[config.mk]
export PLATFORM = sky130hd
export DESIGN_NAME = instr_prefetch_queue_flat
export DESIGN_NICKNAME = d
export VERILOG_FILES = /design/src/rtl/instr_prefetch_queue_if.sv /design/src/rtl/instr_prefetch_queue.sv /design/src/flat_wrapper.sv
export SDC_FILE = /design/constraint.sdc
export NUM_CORES = 1
export LEC_CHECK = 0
export ABC_AREA = 1
export ABC_CLOCK_PERIOD_IN_PS = 14000
export CAP_MARGIN = 10
export CORE_ASPECT_RATIO = 0.9
export CORE_UTILIZATION = 43
export DETAILED_ROUTE_END_ITERATION = 16
export SKIP_LAST_GASP = 1
export SLEW_MARGIN = 20
export SYNTH_ARGS = -nofsm -noshare
export SYNTH_HDL_FRONTEND = slang
export SYNTH_SLANG_ARGS = --single-unit
[constraint.sdc]
create_clock -name clk -period 14 [get_ports clk]
set_clock_uncertainty 0.05 [all_clocks]
set_input_delay 1.4 -clock clk [delete_from_list [all_inputs] [get_ports clk]]
set_output_delay 1.4 -clock clk [all_outputs]
set_load 0.1 [all_outputs]
[src/rtl/instr_prefetch_queue_if.sv]
// Instruction-memory request/response bus between instr_prefetch_queue (master) and memory (slave).
interface instr_prefetch_queue_if #(
  parameter int XLEN = 64
);
  logic            imem_req_valid;
  logic            imem_req_ready;
  logic [XLEN-1:0] imem_addr;
  logic            imem_rsp_valid;
  logic [31:0]     imem_rsp_data;

  modport master (
    output imem_req_valid,
    output imem_addr,
    input  imem_req_ready,
    input  imem_rsp_valid,
    input  imem_rsp_data
  );

  modport slave (
    input  imem_req_valid,
    input  imem_addr,
    output imem_req_ready,
    output imem_rsp_valid,
    output imem_rsp_data
  );
endinterface

[src/rtl/instr_prefetch_queue.sv]
// In-order instruction prefetch queue feeding decode; drops stale responses after a redirect.
// Optional feature macro PREFETCH_BYPASS_EN: present a response to decode in its arrival cycle when the queue is empty.
module instr_prefetch_queue #(
  parameter int              XLEN     = 64,
  parameter int              DEPTH    = 4,
  parameter logic [XLEN-1:0] RESET_PC = '0
) (
  input  logic                   clk,
  input  logic                   rst_n,
  instr_prefetch_queue_if.master imem,
  input  logic                   RedirectE,
  input  logic [XLEN-1:0]        PCTargetE,
  input  logic                   StallD,
  output logic                   ValidD,
  output logic [31:0]            InstrD,
  output logic [XLEN-1:0]        PCD,
  output logic [XLEN-1:0]        PCPlus4D
);

  localparam int              CW  = $clog2(DEPTH + 1);
  localparam int              PW  = $clog2(DEPTH);
  localparam logic [31:0]     NOP = 32'h0000_0013;
  localparam logic [CW:0]     CAP = (CW + 1)'(DEPTH);

  logic [XLEN-1:0] fetch_pc;
  logic [XLEN-1:0] rsp_pc;
  logic [PW-1:0]   head;
  logic [PW-1:0]   tail;
  logic [CW-1:0]   count;
  logic [CW-1:0]   inflight;
  logic [CW-1:0]   discard;
  logic [31:0]     instr_q [DEPTH];
  logic [XLEN-1:0] pc_q    [DEPTH];

  logic            req_fire;
  logic            rsp_keep;
  logic            bypass;
  logic            push;
  logic            pop;
  logic            full;
  logic [XLEN-1:0] target_aligned;

  assign target_aligned = PCTargetE & ~XLEN'(3);
  assign full           = (count == CW'(DEPTH));

  // Credits: queued entries plus outstanding requests never exceed DEPTH, so a response always has a slot.
  assign imem.imem_req_valid = rst_n && !RedirectE &&
                               (({1'b0, count} + {1'b0, inflight}) < CAP);
  assign imem.imem_addr      = fetch_pc;
  assign req_fire            = imem.imem_req_valid && imem.imem_req_ready;

  assign rsp_keep = imem.imem_rsp_valid && !RedirectE && (discard == '0);
  assign pop      = (count != '0) && !StallD;

`ifdef PREFETCH_BYPASS_EN
  assign bypass = rsp_keep && (count == '0);
  assign push   = rsp_keep && (!bypass || StallD);
`else
  assign bypass = 1'b0;
  assign push   = rsp_keep;
`endif

  always_comb begin
    ValidD = 1'b0;
    InstrD = NOP;
    PCD    = '0;
    if (bypass) begin
      ValidD = 1'b1;
      InstrD = imem.imem_rsp_data;
      PCD    = rsp_pc;
    end else if (count != '0) begin
      ValidD = 1'b1;
      InstrD = instr_q[head];
      PCD    = pc_q[head];
    end
  end

  assign PCPlus4D = PCD + XLEN'(4);

  // A redirect flushes the queue and marks every outstanding request (less one answered now) for discard.
  always_ff @(posedge clk or negedge rst_n) begin
    if (!rst_n) begin
      fetch_pc <= RESET_PC;
      rsp_pc   <= RESET_PC;
      head     <= '0;
      tail     <= '0;
      count    <= '0;
      inflight <= '0;
      discard  <= '0;
    end else if (RedirectE) begin
      fetch_pc <= target_aligned;
      rsp_pc   <= target_aligned;
      head     <= '0;
      tail     <= '0;
      count    <= '0;
      inflight <= inflight - CW'(imem.imem_rsp_valid);
      discard  <= inflight - CW'(imem.imem_rsp_valid);
    end else begin
      if (req_fire) begin
        fetch_pc <= fetch_pc + XLEN'(4);
      end
      if (rsp_keep) begin
        rsp_pc <= rsp_pc + XLEN'(4);
      end
      if (push) begin
        tail <= tail + PW'(1);
      end
      if (pop) begin
        head <= head + PW'(1);
      end
      count    <= count + CW'(push) - CW'(pop);
      inflight <= inflight + CW'(req_fire) - CW'(imem.imem_rsp_valid);
      if (imem.imem_rsp_valid && (discard != '0)) begin
        discard <= discard - CW'(1);
      end
    end
  end

  always_ff @(posedge clk) begin
    if (push) begin
      instr_q[tail] <= imem.imem_rsp_data;
      pc_q[tail]    <= rsp_pc;
    end
  end

  a_no_push_when_full: assert property (@(posedge clk) disable iff (!rst_n) !(push && full && !pop));

endmodule
[src/flat_wrapper.sv]
// flat-port wrapper written by rule: the top's interface ports become plain ports
module instr_prefetch_queue_flat 
#(
  parameter int              XLEN     = 64,
  parameter int              DEPTH    = 4,
  parameter logic [XLEN-1:0] RESET_PC = '0
)
  (clk, rst_n, RedirectE, PCTargetE, StallD, ValidD, InstrD, PCD, PCPlus4D, imem_imem_req_valid, imem_imem_addr, imem_imem_req_ready, imem_imem_rsp_valid, imem_imem_rsp_data);
  instr_prefetch_queue_if #(.XLEN(XLEN)) imem_i ();
  input  logic clk;
  input  logic rst_n;
  input  logic RedirectE;
  input  logic [XLEN-1:0] PCTargetE;
  input  logic StallD;
  output logic ValidD;
  output logic [31:0] InstrD;
  output logic [XLEN-1:0] PCD;
  output logic [XLEN-1:0] PCPlus4D;
  output wire logic [$bits(imem_i.imem_req_valid)-1:0] imem_imem_req_valid;
  output wire logic [$bits(imem_i.imem_addr)-1:0] imem_imem_addr;
  input wire logic [$bits(imem_i.imem_req_ready)-1:0] imem_imem_req_ready;
  input wire logic [$bits(imem_i.imem_rsp_valid)-1:0] imem_imem_rsp_valid;
  input wire logic [$bits(imem_i.imem_rsp_data)-1:0] imem_imem_rsp_data;
  assign imem_imem_req_valid = imem_i.imem_req_valid;
  assign imem_imem_addr = imem_i.imem_addr;
  assign imem_i.imem_req_ready = imem_imem_req_ready;
  assign imem_i.imem_rsp_valid = imem_imem_rsp_valid;
  assign imem_i.imem_rsp_data = imem_imem_rsp_data;
  instr_prefetch_queue #(.XLEN(XLEN), .DEPTH(DEPTH), .RESET_PC(RESET_PC)) u_core (.clk(clk), .rst_n(rst_n), .imem(imem_i), .RedirectE(RedirectE), .PCTargetE(PCTargetE), .StallD(StallD), .ValidD(ValidD), .InstrD(InstrD), .PCD(PCD), .PCPlus4D(PCPlus4D));
endmodule
==> results.cfg, run 1 <==
[route]
antenna_left = 0
post_drt_wl_per_cell_um = 20.99
drt-pass1-iter-count = 8
routed_wl_um = 92020
dr.first_iter.drc_count = 1800
drcViolationCount = 0
vias = 23391
vias_per_instance = 5.334

[setup_path]
timing.critical_path.required_ns = 12.55
setup.worst_path.class = flip-flop to output pin
cp-start-kind = flip-flop
ff2ff_path_depth = 9
cp_data_arrival_time_ns = 6.07
cp-end-kind = output pin
worst-path-max-fanout = 94

[cts]
numCtsBuffers = 56
clk_root_buffer_cell = sky130_fd_sc_hd__clkbuf_16
post_cts_buffers = 0
ctsLongestPathBuffers = 3
holdBufCountCts = 0
clock_tree.htree_level_count = 2
clkTransAtPathRegs_ns = 0.06
cts_resized = 0
insertion_delay_ns = 0.64
tritoncts_num_sinks = 513
tritoncts = built

[logic_synthesis]
yosysMostFrequentCell = sky130_fd_sc_hd__nand2_1
synth-edff-count = 376
mean_cell_area_of_the_mapped_netlist_um2 = 8.375
synth_cell_type_count = 41
yosysSeqAreaShare_pct = 54.70
synth_top_cells_by_count = sky130_fd_sc_hd__nand2_1 (937), sky130_fd_sc_hd__nor2_1 (480), sky130_fd_sc_hd__edfxtp_1 (376), sky130_fd_sc_hd__nand3_1 (354), sky130_fd_sc_hd__inv_1 (301)
synth.area.top_cells = sky130_fd_sc_hd__edfxtp_1 (42%), sky130_fd_sc_hd__nand2_1 (13%), sky130_fd_sc_hd__dfrtp_1 (13%)
ys_warn_count = 0
synth-async-reset-ratio_pct = 26.71
prevailing_post_synth_register_cell = sky130_fd_sc_hd__edfxtp_1
cell_type_with_the_largest_total_area_after_synthesis = sky130_fd_sc_hd__edfxtp_1
ys_seq_elements = 513
mappedNetlistArea_um2 = 26910
synth_cells = 3213
area_share_of_the_largest_cell_type_after_synthesis_pct = 41.96

[timing]
max_slew.worst_pin.slew_ns = 1.068
fin_ws_ns = 6.484
timing.fmax_mhz = 133.0
finalHoldWorstSlack_ns = 0.5085
report.final.slew_viol_count = 0
finalCritPeriodShare_pct = 53.69
period_needed_ns = 7.516
rsz0062_at_grt = no
timing.final.setup_violations = 0
hold_violations = 0
fin_setup_tns_ns = 0
relSlewSlack_pct = 28.79

[grt]
initial_antenna_violation_count = 0
grt_pass1_wl_um = 136600
grtUsageTotal_pct = 28.64
grt_max_degree = 95
number_of_global_route_vias_before_repair = 22202
globalRouteOverflowTotal = 0

[place]
place.detailed.hpwl_um = 65610
portBuffers = 319
pre_cts_slack_ns = 7.160
dpl_cell_area_um2 = 30780
gpl_congestion = 0.9933

[floorplan]
io-pin-count = 328
dieWidth_um = 265.7
die_height_um = 239.3
start_util_pct = 43.72
standard_cell_row_count = 86
core_um2 = 61550
die-area_um2 = 63580

[power_and_ir_drop]
static-leakage-power_nw = 12.81
irDropWorstVdd_mv = 0.2092
p_per_area_nw_per_um2 = 217.1

[layout]
layout-drive-gt1-share_pct = 4.227
antennaDiodeCount = 0
post_route_design_area_um2 = 32740
nets = 3624
layout-area-overhead-vs-synth_pct = 21.66

[hold_path]
worst_min_path_class = flip-flop to flip-flop
min_delay_path_depth = 0

[job]
cap_viol_max_count = 0

[outcome]
status = finished, final reports clean
==> kinds of logic after synthesis <==
logic type | after synthesis | share of synthesized area (%)
fa+ha+maj | 19 | 0.9393
other cells | 1 | 0.01394
flops | 513 | 54.70
xor+xnor | 82 | 2.669
compound gates | 253 | 5.408
simple gates | 1923 | 29.71
buf+inv | 422 | 6.556
==> registers in the layout, summed over array words and instances, names as in the netlist <==
signal / cells
u_core.count: 3
u_core.discard: 3
u_core.head: 2
u_core.imem.imem_addr: 62
u_core.inflight: 3
u_core.instr_q: 128
u_core.pc_q: 248
u_core.rsp_pc: 62
u_core.tail: 2
==> metal layers <==
| layer | track usage, % | routed length (um) | vias up |
|---|---|---|---|
| met2 | 47.34 | 42890 | 860 |
| met3 | 3.351 | 5740 | 149 |
| met4 | 10.54 | 3243 | 0 |
| met5 | 0 | 0 | - |
| li1 | - | - | 11173 |
| met1 | 38.84 | 40150 | 11209 |
==> area by class of cell <==
class | instances | area (um2)
Timing Repair Buffer | 343 | 3382
Tap cell | 836 | 1046
Clock inverter | 39 | 521.8
Sequential cell | 513 | 14720
Fill cell | 5745 | 28810
Clock buffer | 65 | 1435
Multi-Input combinational cell | 2283 | 10480
Inverter | 306 | 1151
==> power breakdown <==
group	total [mW]	leakage (nW)	switching (mW)	internal (mW)
Clock	1.56	0.933	0.633	0.924
Sequential	1.96	5.05	0.186	1.77
Combinational	3.59	6.82	2.87	0.724
Total	7.11	12.8	3.69	3.42
==> critical path: stages, from the launching register on <==
cell                              delay [ns]
sky130_fd_sc_hd__dfrtp_4                0.70
sky130_fd_sc_hd__inv_4                  0.41
sky130_fd_sc_hd__buf_4                  0.60
sky130_fd_sc_hd__buf_4                  0.83
sky130_fd_sc_hd__nand2_1                0.10
sky130_fd_sc_hd__nand3_1                0.11
sky130_fd_sc_hd__nand3_1                0.37
sky130_fd_sc_hd__nor2_1                 0.27
sky130_fd_sc_hd__nand2_1                0.10
sky130_fd_sc_hd__nor2_1                 0.18
sky130_fd_sc_hd__nand2_1                0.08
sky130_fd_sc_hd__nor2_1                 0.23
sky130_fd_sc_hd__nand3_1                0.12
sky130_fd_sc_hd__nand2_1                0.09
sky130_fd_sc_hd__clkdlybuf4s50_1        1.12
==> cell usage in the layout (no fill, tap or decap), types with 5 or more instances in the layout <==
master	instances
sky130_fd_sc_hd__a21oi_1	61
sky130_fd_sc_hd__a31oi_1	5
sky130_fd_sc_hd__buf_4	23
sky130_fd_sc_hd__bufinv_16	10
sky130_fd_sc_hd__clkbuf_1	9
sky130_fd_sc_hd__clkbuf_16	56
sky130_fd_sc_hd__clkdlybuf4s50_1	317
sky130_fd_sc_hd__clkinv_1	14
sky130_fd_sc_hd__clkinv_2	7
sky130_fd_sc_hd__conb_1	6
sky130_fd_sc_hd__dfrtp_1	135
sky130_fd_sc_hd__edfxtp_1	376
sky130_fd_sc_hd__ha_1	17
sky130_fd_sc_hd__inv_1	300
sky130_fd_sc_hd__nand2_1	936
sky130_fd_sc_hd__nand3_1	354
sky130_fd_sc_hd__nand4_1	53
sky130_fd_sc_hd__nor2_1	476
sky130_fd_sc_hd__nor2_2	19
sky130_fd_sc_hd__nor2_4	6
sky130_fd_sc_hd__nor3_1	60
sky130_fd_sc_hd__o211ai_1	41
sky130_fd_sc_hd__o21ai_0	122
sky130_fd_sc_hd__o21bai_1	5
sky130_fd_sc_hd__o221ai_1	6
sky130_fd_sc_hd__o311ai_0	11
sky130_fd_sc_hd__xnor2_1	15
sky130_fd_sc_hd__xor2_1	67
==> path summary, 6_finish.rpt <==
kind	from	endpoint	slack, ns
worst max-delay path	u_core.head[0]$_DFFE_PN0P_	PCPlus4D[60]	6.48
worst min-delay path	u_core.rsp_pc[49]$_DFFE_PN0N_	u_core.pc_q[3][49]$_DFFE_PP_	0.51
worst max register to register	u_core.discard[0]$_DFFE_PN0P_	u_core.pc_q[2][60]$_DFFE_PP_	10.39
worst min register to register	u_core.rsp_pc[49]$_DFFE_PN0N_	u_core.pc_q[3][49]$_DFFE_PP_	0.51
max in group asynchronous	rst_n	u_core.imem.imem_addr[47]$_DFFE_PN0P_	11.63
min in group asynchronous	rst_n	u_core.imem.imem_addr[29]$_DFFE_PN0P_	0.73
==> metrics by stage <==
| stage | std cells | power (mW) | util [%] |
|---|---|---|---|
| floorplan | 3218 | 4.627 | - |
| global placement | 4281 | 5.555 | 50.01 |
| detailed placement | 4281 | 5.579 | 50.01 |
| CTS | 4385 | 7.143 | 53.19 |
| global route | 4385 | 7.373 | 53.19 |
| finish | 4385 | 7.107 | 53.19 |
No activity file was read; power rests on OpenSTA's default activity.
==> inputs of run 2 (changes only) <==
--- a/config.mk
+++ b/config.mk
@@ -6,11 +6,12 @@
 export NUM_CORES = 1
 export LEC_CHECK = 0
 export ABC_AREA = 1
-export ABC_CLOCK_PERIOD_IN_PS = 14000
+export ABC_CLOCK_PERIOD_IN_PS = 6400
 export CAP_MARGIN = 10
 export CORE_ASPECT_RATIO = 0.9
 export CORE_UTILIZATION = 43
 export DETAILED_ROUTE_END_ITERATION = 16
+export PLACE_DENSITY = 0.67
 export SKIP_LAST_GASP = 1
 export SLEW_MARGIN = 20
 export SYNTH_ARGS = -nofsm -noshare
==> constraint.sdc (replaced) <==
create_clock -name clk -period 6.4 [get_ports clk]
set_clock_uncertainty 0.05 [all_clocks]
set_input_delay 0.64 -clock clk [delete_from_list [all_inputs] [get_ports clk]]
set_output_delay 0.64 -clock clk [all_outputs]
set_load 0.1 [all_outputs]
==> run 2 against run 1 <==
Register-to-register slack got worse by 7.9 ns. Combinational power increased by 120%. First-iteration DRC count increased by 25%. Cell area decreased by 0.47%. Largest power group unchanged. Sequential cell count unchanged. Clock power increased by 110%.
==> results.cfg, run 2 (synthesis results as in run 1) <==
[timing]
finalHoldWorstSlack_ns = 0.4805
period_needed_ns = 5.017
fin_setup_tns_ns = 0
hold_violations = 0
max_slew.worst_pin.slew_ns = 1.033
rsz0062_at_grt = no
timing.final.setup_violations = 0
relSlewSlack_pct = 30.86
fin_ws_ns = 1.383
finalCritPeriodShare_pct = 78.39
timing.fmax_mhz = 199.3
report.final.slew_viol_count = 0

[layout]
top_regs = u_core.pc_q: 248 flops, u_core.instr_q: 128 flops
largest_reg_by_ff_count = u_core.pc_q
post_route_design_area_um2 = 32580
layout-area-overhead-vs-synth_pct = 21.09
fillerInstances = 5720
layout-drive-gt1-share_pct = 5.862
layout_common_cells = sky130_fd_sc_hd__nand2_1 (936), sky130_fd_sc_hd__nor2_1 (476), sky130_fd_sc_hd__edfxtp_1 (376)
nets = 3626
mostFrequentLayoutCell = sky130_fd_sc_hd__nand2_1
antennaDiodeCount = 0
largest_register_ffs = 248

[route]
vias = 23336
drcViolationCount = 0
antenna_left = 0
dr.first_iter.drc_count = 2244
post_drt_wl_per_cell_um = 19.42
drt-pass1-iter-count = 6
routed_wl_um = 85140
vias_per_instance = 5.323

[setup_path]
crit_family = simple AND/OR/NAND/NOR gates
critical-path-top-cell-by-count = sky130_fd_sc_hd__nand2_1
setup.worst_path.class = flip-flop to output pin
cp-start-kind = flip-flop
crit_buf_inv = 2
cp_data_arrival_time_ns = 4.33
path_cells = buf_12, nand2_1, nand2_1, nand2_1, a21oi_2, ha_1, nand3_1, nor2_4, nand2_1, nor2_1, nand2_1, nor2_1, xor2_1, buf_4
cp-end-kind = output pin
r2r_start = u_core.discard[0]$_DFFE_PN0P_
ff2ff_path_depth = 7
worst_path_max_delay_cell = sky130_fd_sc_hd__buf_12
reg2reg_setup_slack_ns = 2.48
worst-path-max-fanout = 190
r2r_end = u_core.instr_q[3][9]$_DFFE_PP_
timing.critical_path.required_ns = 5.71
timing.critical_path.slowest_cell_delay_ns = 0.54

[floorplan]
standard_cell_row_count = 86
start_util_pct = 43.72
die_height_um = 239.3
dieWidth_um = 265.7
die-area_um2 = 63580
core_um2 = 61550
io-pin-count = 328

[outcome]
status = finished, final reports clean

[grt]
globalRouteOverflowTotal = 0
grtUsageTotal_pct = 26.50
grt_max_degree = 191
initial_antenna_violation_count = 0
grt_pass1_wl_um = 127900
number_of_global_route_vias_before_repair = 21584

[job]
cap_viol_max_count = 0

[place]
gpl_congestion = 0.9691
dpl_cell_area_um2 = 30720
pre_cts_slack_ns = 1.966
place.detailed.hpwl_um = 59860
portBuffers = 319

[cts]
numCtsBuffers = 54
cts_resized = 0
clock_tree.htree_level_count = 2
tritoncts_num_sinks = 513
clkTransAtPathRegs_ns = 0.06
clk_root_buffer_cell = sky130_fd_sc_hd__clkbuf_16
insertion_delay_ns = 0.63
tritoncts = built
ctsLongestPathBuffers = 3

[power_and_ir_drop]
static-leakage-power_nw = 12.88
finalPower_mw = 15.25
irDropWorstVdd_mv = 0.4783
p_per_area_nw_per_um2 = 467.9

[hold_path]
min_delay_path_depth = 2
min_from = RedirectE
min_delay_worst_endpoint = u_core.count[0]$_DFF_PN0_
worst_min_path_class = input pin to flip-flop
-- run 2: cell types whose count changed in the layout (fill, tap and decap cells not counted), sizes merged --
cell and delta:
buf +60, clkdlybuf4s50 -57, clkinv +5, bufinv -3, clkbuf -3, clkinvlp -2, inv -2, dlygate4sd3 +1
-- run 2: worst max-delay path by stage --
stage                                from                        endpoint  slack (ns)  cells past startpoint
6_report       u_core.head[0]$_DFFE_PN0P_                    PCPlus4D[32]        1.38                     14
5_1_grt        u_core.head[0]$_DFFE_PN0P_                    PCPlus4D[32]        1.16                     14
4_1_cts        u_core.head[0]$_DFFE_PN0P_                    PCPlus4D[32]        1.34                     14
3_5_place_dp          imem_imem_rsp_valid  u_core.instr_q[3][7]$_DFFE_PP_        1.97                      6
3_3_place_gp   u_core.head[0]$_DFFE_PN0P_                    PCPlus4D[32]        1.99                     14
2_1_floorplan   u_core.count[1]$_DFF_PN0_                    PCPlus4D[32]        0.48                     15
-- run 2: timing repair --
| item | CTS | global route |
|---|---|---|
| endpoints found under the hold margin | 49 | 0 |
| setup buffers | 0 | 0 |
| hold buffers | 1 | 0 |
| setup endpoints to repair | 0 | 0 |
-- run 2: cell type report --
type / instances / area, um2 / area share, %
inverter: 306 / 1152 / 3.537
clock inverter: 37 / 440.4 / 1.352
multi-input combinational: 2283 / 10480 / 32.15
timing repair buffer: 347 / 3351 / 10.28
sequential: 513 / 14730 / 45.20
clock buffer: 62 / 1391 / 4.270
tap: 836 / 1046 / 3.210
-- run 2: layer usage --
| metal | track usage (%) | vias to the layer above | wire, um |
|---|---|---|---|
| li1 | - | 11184 | - |
| met1 | 38.15 | 10909 | 37040 |
| met2 | 41.19 | 1088 | 38310 |
| met3 | 3.064 | 155 | 6794 |
| met4 | 9.857 | 0 | 2990 |
| met5 | 0 | - | 0 |
-- run 2: metrics by stage --
step / util (%) / cells
floorplan: - / 3218
global placement: 49.91 / 4283
detailed placement: 49.91 / 4283
CTS: 52.90 / 4383
global route: 52.94 / 4384
finish: 52.94 / 4384
-- run 2: power by group --
group	internal, mW	switching (mW)	leakage [nW]	total [mW]
Clock	1.85	1.36	0.885	3.21
Combinational	1.54	6.21	6.95	7.76
Sequential	3.88	0.398	5.05	4.28
Total	7.28	7.97	12.9	15.2
==> inputs of run 3 (changes only) <==
--- a/config.mk
+++ b/config.mk
@@ -6,12 +6,11 @@
 export NUM_CORES = 1
 export LEC_CHECK = 0
 export ABC_AREA = 1
-export ABC_CLOCK_PERIOD_IN_PS = 6400
+export ABC_CLOCK_PERIOD_IN_PS = 5100
 export CAP_MARGIN = 10
 export CORE_ASPECT_RATIO = 0.9
 export CORE_UTILIZATION = 43
 export DETAILED_ROUTE_END_ITERATION = 16
-export PLACE_DENSITY = 0.67
 export SKIP_LAST_GASP = 1
 export SLEW_MARGIN = 20
 export SYNTH_ARGS = -nofsm -noshare
==> constraint.sdc (replaced) <==
create_clock -name clk -period 5.1 [get_ports clk]
set_clock_uncertainty 0.05 [all_clocks]
set_input_delay 0.51 -clock clk [delete_from_list [all_inputs] [get_ports clk]]
set_output_delay 0.51 -clock clk [all_outputs]
set_load 0.1 [all_outputs]
==> run 3 against run 2 <==
Wire length increased by 10%. Critical path type unchanged. Cell area is 2.1% higher. Global-route usage increased by 2.8 points. Hold slack lost 0.40 ns.
==> results.cfg, run 3 (synthesis results as in run 1) <==
[outcome]
status = finished, final reports clean

[route]
dr.first_iter.drc_count = 1836
drcViolationCount = 0
routed_wl_um = 93940
drt-pass1-iter-count = 5
vias_per_instance = 5.304
antenna_left = 0
post_drt_wl_per_cell_um = 21.37
vias = 23316

[layout]
layout-area-overhead-vs-synth_pct = 23.69
layout-drive-gt1-share_pct = 9.270
layout_common_cells = sky130_fd_sc_hd__nand2_1 (936), sky130_fd_sc_hd__nor2_1 (475), sky130_fd_sc_hd__edfxtp_1 (376)
nets = 3637
top_regs = u_core.pc_q: 248 flops, u_core.instr_q: 128 flops
largest_register_ffs = 248
mostFrequentLayoutCell = sky130_fd_sc_hd__nand2_1
antennaDiodeCount = 0
post_route_design_area_um2 = 33280
largest_reg_by_ff_count = u_core.pc_q

[grt]
initial_antenna_violation_count = 0
grt_max_degree = 173
globalRouteOverflowTotal = 0
grt_pass1_wl_um = 138800
number_of_global_route_vias_before_repair = 22298
grtUsageTotal_pct = 29.34

[cts]
numCtsBuffers = 55
holdBufCountCts = 1
clock_tree.htree_level_count = 2
insertion_delay_ns = 0.64
tritoncts = built
post_cts_buffers = 0
cts_resized = 0
ctsLongestPathBuffers = 3
clkTransAtPathRegs_ns = 0.06
clk_root_buffer_cell = sky130_fd_sc_hd__clkbuf_16
tritoncts_num_sinks = 513

[timing]
report.final.slew_viol_count = 0
hold_violations = 0
max_slew.worst_pin.slew_ns = 1.122
timing.final.setup_violations = 0
relSlewSlack_pct = 25.19
rsz0062_at_grt = no
finalCritPeriodShare_pct = 91.44
fin_setup_tns_ns = 0
period_needed_ns = 4.663
timing.fmax_mhz = 214.4

[setup_path]
timing.critical_path.required_ns = 4.54
path_cells = inv_4, buf_12, nand2_1, nand3_1, nand3_1, nor2_1, nand2_1, nor2_1, nand2_1, nor2_1, nand3_1, nand2_1, buf_12
cp-start-kind = flip-flop
worst_path_max_delay_cell = sky130_fd_sc_hd__dfrtp_4
timing.critical_path.slowest_cell_delay_ns = 0.62
crit_family = simple AND/OR/NAND/NOR gates
crit_buf_inv = 3
critical-path-top-cell-by-count = sky130_fd_sc_hd__nand2_1
worstSetupPathDepth = 13
ff2ff_path_depth = 11
cp_data_arrival_time_ns = 4.10
setup.worst_path.class = flip-flop to output pin
cp-end-kind = output pin
worst-path-max-fanout = 172

[power_and_ir_drop]
power.clock.fraction_pct = 21.8
netSwitchingPower_mw = 10.29
finalPower_mw = 20.08
power.share.switching_pct = 51.24
share_comb_of_total_power_pct = 51.4
p_int_mw = 9.789
irDropWorstVdd_mv = 0.5439
static-leakage-power_nw = 13.35
p_per_area_nw_per_um2 = 603.2
seqPwrFrac_pct = 26.7

[floorplan]
standard_cell_row_count = 86
dieWidth_um = 265.7
die_height_um = 239.3
start_util_pct = 43.72
core_um2 = 61550
die-area_um2 = 63580
io-pin-count = 328

[hold_path]
worst_min_path_class = input pin to flip-flop
min_delay_path_depth = 2

[job]
cap_viol_max_count = 0

[place]
dpl_cell_area_um2 = 31270
gpl_congestion = 0.9412
portBuffers = 319
place.detailed.hpwl_um = 68150
-- run 3: layer usage --
metal	share of wire, %	wire length (um)	global-route usage (%)	vias to the layer above
li1	-	-	-	11200
met3	6.6	6220	4.410	135
met1	43	40040	39.31	11061
met2	48	44700	48.83	920
met5	0	0	0	-
met4	3.2	2971	9.648	0
-- run 3: final cells by class --
cell class              instances  area (um2)
inverters                     306        1151
clock buffers                  64        1430
flip-flops and latches        513       14720
multi-input cells            2283       10520
repair buffers                357        3837
clock inverters                37       570.5
well taps                     836        1046
fillers                      5659       28270
-- run 3: stage by stage --
stage          hold WS [ns]  instances  util (%)  setup slack (ns)
6_report            0.07740       4396     54.08            0.4366
5_1_grt             0.06652       4396     54.08           0.07535
4_1_cts             0.04577       4396     54.08            0.3490
3_5_place_dp         0.3255       4294     50.81             1.040
3_3_place_gp         0.3192       4294     50.81             1.106
2_1_floorplan        0.1644       3218         -           -0.7417
-- run 3: power groups by stage --
stage / clock network (mW) / logic, mW / registers (mW)
after floorplan: 0 / 6.88 / 5.84
after global placement: 0 / 10.3 / 5.42
after detailed placement: 0 / 10.3 / 5.43
after CTS: 4.46 / 10.4 / 5.35
after global routing: 4.61 / 10.8 / 5.41
final: 4.38 / 10.3 / 5.37
-- run 3: worst paths after layout --
kind / start / end / slack (ns)
setup / recovery: u_core.head[0]$_DFFE_PN0P_ / PCPlus4D[56] / 0.44
max in group asynchronous: rst_n / u_core.head[0]$_DFFE_PN0P_ / 3.53
setup reg to reg: u_core.count[1]$_DFF_PN0_ / u_core.inflight[2]$_DFF_PN0_ / 1.95
hold / removal: RedirectE / u_core.count[0]$_DFF_PN0_ / 0.08
hold reg to reg: u_core.discard[1]$_DFFE_PN0P_ / u_core.discard[1]$_DFFE_PN0P_ / 0.53
min in group asynchronous: rst_n / u_core.imem.imem_addr[43]$_DFFE_PN0P_ / 0.24
